File: config.mk
export PLATFORM = sky130hd
export DESIGN_NAME = sweep_acq_control
export DESIGN_NICKNAME = d
export VERILOG_FILES = /design/src/rtl/sweep_acq_control.sv
export SDC_FILE = /design/constraint.sdc
export NUM_CORES = 1
export LEC_CHECK = 0
export CELL_PAD_IN_SITES_DETAIL_PLACEMENT = 0
export CELL_PAD_IN_SITES_GLOBAL_PLACEMENT = 1
export CORE_MARGIN = 8
export CORE_UTILIZATION = 39
export CTS_CLUSTER_SIZE = 12
export DETAILED_ROUTE_END_ITERATION = 7
export GPL_TIMING_DRIVEN = 1
export PLACE_DENSITY = 0.77
export SETUP_SLACK_MARGIN = 0.5
export SLEW_MARGIN = 5
export SYNTH_ARGS = -nofsm -noshare
export SYNTH_HDL_FRONTEND = slang
export SYNTH_SLANG_ARGS = --single-unit
File: constraint.sdc
create_clock -name Clk -period 4.1 [get_ports Clk]
set_input_delay 0.82 -clock Clk [delete_from_list [all_inputs] [get_ports Clk]]
set_output_delay 0.82 -clock Clk [all_outputs]
set_load 0.02 [all_outputs]
File: src/rtl/sweep_acq_control.sv
// Steps a 10-bit DAC across a sweep. Each point reloads slow control, settles, then collects a header
// and MaxPackageNumber hit words. Define SWEEP_ACQ_TIMEOUT_EN to add a per-point ACQ time limit.
module sweep_acq_control #(
    parameter int SETTLE_CYCLES  = 16,
    parameter int RESET_CYCLES   = 4,
    parameter int TIMEOUT_CYCLES = 1000000
) (
    input  logic        Clk,
    input  logic        reset_n,
    input  logic        SweepAcqStartStop,
    input  logic [9:0]  StartDac,
    input  logic [9:0]  EndDac,
    input  logic [9:0]  DacStep,
    input  logic [15:0] MaxPackageNumber,
    input  logic        SCParameterLoadDone,
    input  logic [15:0] ParallelData,
    input  logic        ParallelData_en,
    output logic [9:0]  SweepAcq10BitDac,
    output logic        SweepAcqMicrorocSCParameterLoad,
    output logic        SweepAcqMicrorocAcqStartStop,
    output logic        SweepAcqForceMicrorocAcqReset,
    output logic [15:0] SweepAcqData,
    output logic        SweepAcqData_en,
    output logic        SweepTestUsbStartStop,
    output logic        SweepAcqDone,
    output logic        SweepAcqTimeout,
    output logic [2:0]  state_dbg_o
);

    localparam int MAX_SR  = (SETTLE_CYCLES > RESET_CYCLES) ? SETTLE_CYCLES : RESET_CYCLES;
    localparam int MAX_CNT = (TIMEOUT_CYCLES > MAX_SR) ? TIMEOUT_CYCLES : MAX_SR;
    localparam int CNT_W   = $clog2(MAX_CNT + 1);

    typedef enum logic [2:0] {IDLE, LOAD, WAIT_LOAD, SETTLE, ACQ, STOP, NEXT, DONE} state_t;

    state_t             state_q, state_d;
    logic               start_q;
    logic [9:0]         end_q, end_d;
    logic [9:0]         step_q, step_d;
    logic [15:0]        max_q, max_d;
    logic [9:0]         dac_q, dac_d;
    logic [CNT_W-1:0]   cnt_q, cnt_d;
    logic [15:0]        pkt_q, pkt_d;
    logic [15:0]        data_q, data_d;
    logic               data_en_q, data_en_d;
    logic               usb_q, usb_d;
    logic               abort_q, abort_d;
    logic               timeout_q, timeout_d;

    always_comb begin
        state_d   = state_q;
        end_d     = end_q;
        step_d    = step_q;
        max_d     = max_q;
        dac_d     = dac_q;
        cnt_d     = cnt_q;
        pkt_d     = pkt_q;
        data_d    = data_q;
        data_en_d = 1'b0;
        usb_d     = usb_q;
        abort_d   = abort_q;
        timeout_d = timeout_q;
        case (state_q)
            IDLE: begin
                if (SweepAcqStartStop && !start_q) begin
                    state_d   = LOAD;
                    end_d     = EndDac;
                    step_d    = (DacStep == 10'd0) ? 10'd1 : DacStep;
                    max_d     = (MaxPackageNumber == 16'd0) ? 16'd1 : MaxPackageNumber;
                    dac_d     = StartDac;
                    usb_d     = 1'b1;
                    abort_d   = 1'b0;
                    timeout_d = 1'b0;
                end
            end
            LOAD: state_d = WAIT_LOAD;
            WAIT_LOAD: begin
                if (SCParameterLoadDone) begin
                    state_d = SETTLE;
                    cnt_d   = '0;
                end
            end
            SETTLE: begin
                // Header goes out on the entry edge, so no hit word can ever collide with it.
                if (cnt_q == CNT_W'(SETTLE_CYCLES - 1)) begin
                    state_d   = ACQ;
                    cnt_d     = '0;
                    pkt_d     = 16'd0;
                    data_d    = {6'b111100, dac_q};
                    data_en_d = 1'b1;
                end else begin
                    cnt_d = cnt_q + CNT_W'(1);
                end
            end
            ACQ: begin
                cnt_d = cnt_q + CNT_W'(1);
                if (ParallelData_en) begin
                    data_d    = ParallelData;
                    data_en_d = 1'b1;
                    pkt_d     = pkt_q + 16'd1;
                end
                if (ParallelData_en && (pkt_q + 16'd1 >= max_q)) begin
                    state_d = STOP;
                    cnt_d   = '0;
                end
`ifdef SWEEP_ACQ_TIMEOUT_EN
                else if (cnt_q == CNT_W'(TIMEOUT_CYCLES - 1)) begin
                    state_d   = STOP;
                    cnt_d     = '0;
                    timeout_d = 1'b1;
                end
`endif
            end
            STOP: begin
                if (cnt_q == CNT_W'(RESET_CYCLES - 1)) begin
                    if (abort_q || !SweepAcqStartStop) begin
                        state_d = IDLE;
                        usb_d   = 1'b0;
                    end else begin
                        state_d = NEXT;
                    end
                end else begin
                    cnt_d = cnt_q + CNT_W'(1);
                end
            end
            NEXT: begin
                // 11-bit sum so a step that would wrap past 1023 still ends the sweep.
                if ((dac_q >= end_q) || (({1'b0, dac_q} + {1'b0, step_q}) > {1'b0, end_q})) begin
                    state_d = DONE;
                    usb_d   = 1'b0;
                end else begin
                    dac_d   = dac_q + step_q;
                    state_d = LOAD;
                end
            end
            DONE: begin
                if (!SweepAcqStartStop) state_d = IDLE;
            end
            default: state_d = IDLE;
        endcase
        // Abort: a STOP already in progress keeps its pulse, everything else starts a fresh one.
        if (!SweepAcqStartStop) begin
            if (state_q inside {LOAD, WAIT_LOAD, SETTLE, ACQ, NEXT}) begin
                state_d = STOP;
                cnt_d   = '0;
                abort_d = 1'b1;
            end else if (state_q == STOP) begin
                abort_d = 1'b1;
            end
        end
    end

    always_ff @(posedge Clk or negedge reset_n) begin
        if (!reset_n) begin
            state_q   <= IDLE;
            start_q   <= 1'b0;
            end_q     <= '0;
            step_q    <= '0;
            max_q     <= '0;
            dac_q     <= '0;
            cnt_q     <= '0;
            pkt_q     <= '0;
            data_q    <= '0;
            data_en_q <= 1'b0;
            usb_q     <= 1'b0;
            abort_q   <= 1'b0;
            timeout_q <= 1'b0;
        end else begin
            state_q   <= state_d;
            start_q   <= SweepAcqStartStop;
            end_q     <= end_d;
            step_q    <= step_d;
            max_q     <= max_d;
            dac_q     <= dac_d;
            cnt_q     <= cnt_d;
            pkt_q     <= pkt_d;
            data_q    <= data_d;
            data_en_q <= data_en_d;
            usb_q     <= usb_d;
            abort_q   <= abort_d;
            timeout_q <= timeout_d;
        end
    end

    assign SweepAcq10BitDac                = dac_q;
    assign SweepAcqMicrorocSCParameterLoad = (state_q == LOAD);
    assign SweepAcqMicrorocAcqStartStop    = (state_q == ACQ);
    assign SweepAcqForceMicrorocAcqReset   = (state_q == STOP);
    assign SweepAcqData                    = data_q;
    assign SweepAcqData_en                 = data_en_q;
    assign SweepTestUsbStartStop           = usb_q;
    assign SweepAcqDone                    = (state_q == DONE);
    assign SweepAcqTimeout                 = timeout_q;
    assign state_dbg_o                     = state_q;

endmodule

Word level (Yosys, flattened, before mapping)
Index checks and enable logic that the tools add are counted.
{"block": "totals", "ff_bits": 105, "input_bits": 67, "out_inout_bits": 36, "word_cells": 94}
{"block": "op_classes", "n_addsub": 4, "magnitude_cmp": 3, "n_eq_ne": 16, "n_mux": 42, "reduce_logical": 17}
{"op": "$mux W20", "n": 6}
{"op": "$mux W16", "n": 5}
{"op": "$pmux W20 S4", "n": 1}
{"op": "$pmux W16 S2", "n": 2}
{"op": "$mux W10", "n": 3}
{"op": "$mux W3", "n": 10}
{"op": "$pmux W3 S8", "n": 1}
{"op": "$add A20 B1 Y20 const B", "n": 1}
{"op": "$eq A20 B2 Y1 const B", "n": 1}
{"op": "$eq A20 B4 Y1 const B", "n": 1}
{"op": "$pmux W10 S2", "n": 1}
{"op": "$add A16 B1 Y16 const B", "n": 1}
{"op": "$ge A16 B16 Y1", "n": 1}
{"op": "$logic_not A16 Y1", "n": 1}
{"op": "$eq A3 B3 Y1 const B", "n": 4}
{"op": "$add A10 B10 Y11", "n": 1}
{"op": "$gt A11 B10 Y1", "n": 1}
{"op": "$mux W1", "n": 11}
{"op": "$add A10 B10 Y10", "n": 1}
{"op": "$ge A10 B10 Y1", "n": 1}
{"op": "$logic_not A10 Y1", "n": 1}
{"op": "$ne A2 B2 Y1 const B", "n": 5}
{"op": "$eq A3 B2 Y1 const B", "n": 2}
{"op": "$reduce_and A3 Y1", "n": 2}
{"op": "other kinds (13)", "n": 18}

Logic depth before layout (Yosys ltp)
{"block": "depth", "ltp_word": 7, "ltp_mapped": 16, "mapped_depth_nobuf": 16}

Least setup slack after synthesis
Ideal clock, no wire load.
{"block": "synth_timing", "path_type": "reg2reg", "startpoint": "reg dac_q[0], in the netlist SweepAcq10BitDac[0]", "endpoint": "reg dac_q[6], in the netlist SweepAcq10BitDac[6]", "setup_ps": 149, "arrival_ps": 3670, "t_required_ps": 3951, "path_slack_ps": 281, "path_stages_with_launch": 17, "path_buffers": 0, "synth_period_minus_slack_ps": 3819, "path_cell_list": "dfrtp_1 -> ha_1 -> inv_1 -> fa_1 -> nor2b_1 -> o31a_1 -> o21ai_0 -> o2bb2ai_1 -> xor2_1 -> inv_1 -> ha_1 -> a21o_1 -> a221o_1 -> a2111oi_4 -> o211ai_2 -> o31ai_4 -> o221ai_1"}
{"block": "synth_between", "elab_chain_cells": 5, "word_cells_on_any_way": 9, "cone_classes": "2 x add/sub; 2 x order compare; 1 x eq/ne; 2 x mux; 2 x reduce/logical"}
{"item": "start, declared", "line_no": "41", "source": "logic [9:0] dac_q, dac_d;"}
{"item": "start signal, assigned", "line_no": "160", "source": "dac_q <= '0;"}
{"item": "start signal, assigned", "line_no": "174", "source": "dac_q <= dac_d;"}
{"item": "$add A10 B10 Y11", "line_no": "128", "source": "if ((dac_q >= end_q) || (({1'b0, dac_q} + {1'b0, step_q}) > {1'b0, end_q})) begin"}
{"item": "$gt A11 B10 Y1", "line_no": "128"}
{"item": "$logic_or A1 B1 Y1", "line_no": "128"}
{"item": "$ne A2 B2 Y1 (no line)"}
{"item": "$reduce_and A3 Y1 (no line)"}
Several ways; a longest one is shown, not always the timed one. The select of a mux whose other input is x is not followed.
A chain may end at the register's enable or synchronous reset.

Worst setup path after layout
{"block": "layout_timing", "startpoint": "reg dac_q[3], in the netlist SweepAcq10BitDac[3]", "endpoint": "reg dac_q[3], in the netlist SweepAcq10BitDac[3]"}
Same word-level chain as after synthesis.

==> run metrics <==
worst skew pair latency 360 ps; relative slew slack 41.56%; GPL Wtd Cong 0.8723; GRT Residual Overflow 0; via/cell ratio 5.528; Syn. warnings 0; Final #Nets 965; Tmin final 3808 ps; Syn Inst Count 732; Final Hold Viols 0; Layout fillers 1516; critical path class reg2reg; syn_area_per_cell 8.810 um2; Max Clk Rate 262.6 MHz; Die Area 0.02091 mm2; Leak 3.812 nW; worst slew pin tran 869.8 ps; syn nets 848; DR iter-0 viols 428; FFs w/ async S/R, synth 100.0%; Critical Path Start Type flip-flop; initial antenna violation count 0; Critical Path End Type flip-flop; Synth cell types 65; Final period util 92.87%; commonest cells in the synthesized netlist nand2_1 (132), dfrtp_1 (105), o21ai_0 (68); FF/Latch Area 0.002635 mm2; area of the multi-input gates 0.003807 mm2; Rows 47; Max-cap violations 0; Yosys reg bits 105; number of synthesized flops with an enable pin 0; CTS tree built; Initial Util 39.45%; clock root buffer clkbuf_16; DRC 0; CP max FO 6; most numerous cell in the Yosys netlist nand2_1; pin count of the biggest net entering global routing 70; top-area cell type share of the netlist area 40.75%; Pins Over Slew Limit 0; CTS Buffer Depth 2; hold_ws 446.9 ps; Routed WL per cell 17.90 um; RSZ-0062 raised after global routing yes; Synth Flop Type dfrtp_1; Antenna Violating Nets Remaining 0; required time of the critical path 4400 ps; Area contributors post-synth dfrtp_1 (41%), ha_1 (9.3%), nand2_1 (7.7%); via count 5937; # port buffers 101; antenna cells 0; H-tree depth 3; number of CTS-inserted buffers 9; first-pass GRT wire length 30730 um; Arrival @ worst endpoint 4110 ps; Tot Pwr 0.007043 W; dominant cell type by area after synthesis dfrtp_1; CORE AREA 0.01635 mm2; peak supply drop 337.1 uV; vias in the first global route 6011; mapped cell area 0.006449 mm2; clock tree sinks 105; Die H 144.6 um; overall global routing resource usage 18.66%; ratio of cells with drive above 1 in the final layout 13.11%; status completed; endpoints failing setup 0; final WL 19230 um; Seq/Total Area, Yosys 40.75%; HPWL Detailed 13760 um; Clock transition at path regs 70 ps; Cell Pwr Density 824.6 mW/mm2; Area growth, synth to finish 32.46%; Layout Skew 9.512 ps; hold buffers post-CTS 0; 1st-pass router iterations 7; Die X 144.6 um; Boundary Pins 103; TNS Setup 0 ps; Worst Hold Class in2async
## report_power, final
group / switching [W] / leakage, nW / internal, W
logic: 0.00237 / 2.33 / 0.00197
clock network: 0.000421 / 0.163 / 0.000574
registers: 0.000319 / 1.32 / 0.00139
## flip-flops by register name, indices dropped and copies added, names as in the netlist
| register | count |
|---|---|
| SweepAcq10BitDac | 10 |
| SweepAcqData | 16 |
| SweepAcqData_en | 1 |
| SweepTestUsbStartStop | 1 |
| abort_q | 1 |
| cnt_q | 20 |
| end_q | 10 |
| max_q | 16 |
| pkt_q | 16 |
| start_q | 1 |
| state_dbg_o | 3 |
| step_q | 10 |
## final timing paths
path | from | to | slack (ps) | depth (start not counted)
max | SweepAcq10BitDac[3] | SweepAcq10BitDac[3] | 290 | 14
min | reset_n | end_q[0] | 450 | 1
min in group Clk | step_q[7] | step_q[7] | 490 | 2
max in group asynchronous | reset_n | pkt_q[0] | 2880 | 2
max reg2reg | SweepAcq10BitDac[3] | SweepAcq10BitDac[3] | 290 | 14
min reg2reg | step_q[7] | step_q[7] | 490 | 2
## kinds of logic after synthesis
| kind of cell | share of synthesized area (%) |
|---|---|
| and+or+nand+nor | 20.78 |
| AOI/OAI and AO/OA | 20.45 |
| DFF | 40.75 |
| buffers and inverters | 4.579 |
| adders and majority gates | 9.624 |
| xor gates and xnor gates | 2.988 |
| muxes | 0.7761 |
| other | 0.05815 |
## placed cells by master, fill, tap and decap left out, types with 12 or more instances in the layout
master and n:
nor4_1 13, xor2_1 14, nand3_1 15, buf_4 33
ha_1 41, inv_1 41, dfrtp_1 99, nand2_1 132
nor3_1 15, a21o_1 12, o21ai_0 66, clkdlybuf4s50_1 100
nor2_1 44, a21oi_1 20
## metal layers
layer	global-route usage, %	vias up	share of wire [%]
li1	-	2859	-
met5	0	-	0
met1	23.29	2892	44
met4	5.750	0	1.7
met3	4.193	30	5.8
met2	31.44	156	49
## metrics by stage
| step | instances | util [%] | setup WS, ps | instance area (um2) |
|---|---|---|---|---|
| 6_report | 1074 | 52.25 | 292.5 | 8542 |
| 5_1_grt | 1074 | 52.25 | 188.0 | 8542 |
| 4_1_cts | 1065 | 51.26 | 302.2 | 8381 |
| 3_5_place_dp | 1029 | 47.07 | 122.3 | 7695 |
| 3_3_place_gp | 1029 | 47.07 | 283.6 | 7695 |
| 2_1_floorplan | 732 | - | 508.6 | 6457 |
## critical path: stages (launching register included)
cell and delay, ps:
dfrtp_2 450, ha_4 310, nand3_1 80, o211ai_1 290
o21ai_1 140, a21oi_1 180, xor2_1 260, ha_1 300
and3_1 210, a221o_1 390, a2111oi_4 250, o211ai_2 180
o31ai_4 320, clkbuf_16 210, o221a_1 170
## cell type report
cell class	instances	area share, %
Timing Repair Buffer	137	15.51
Sequential cell	105	30.85
Inverter	43	1.890
Clock inverter	5	0.9960
Clock buffer	11	2.959
Multi-Input combinational cell	553	44.57
Tap cell	220	3.222
## timing repair
action                                 4_1_cts  5_1_grt
resized for setup                           32       21
pin swaps                                    8       12
setup buffers                               18        9
setup endpoints to repair                   28       33
cloned                                       2        0
endpoints found under the hold margin        0        0
(Power assumes the default switching activity.)
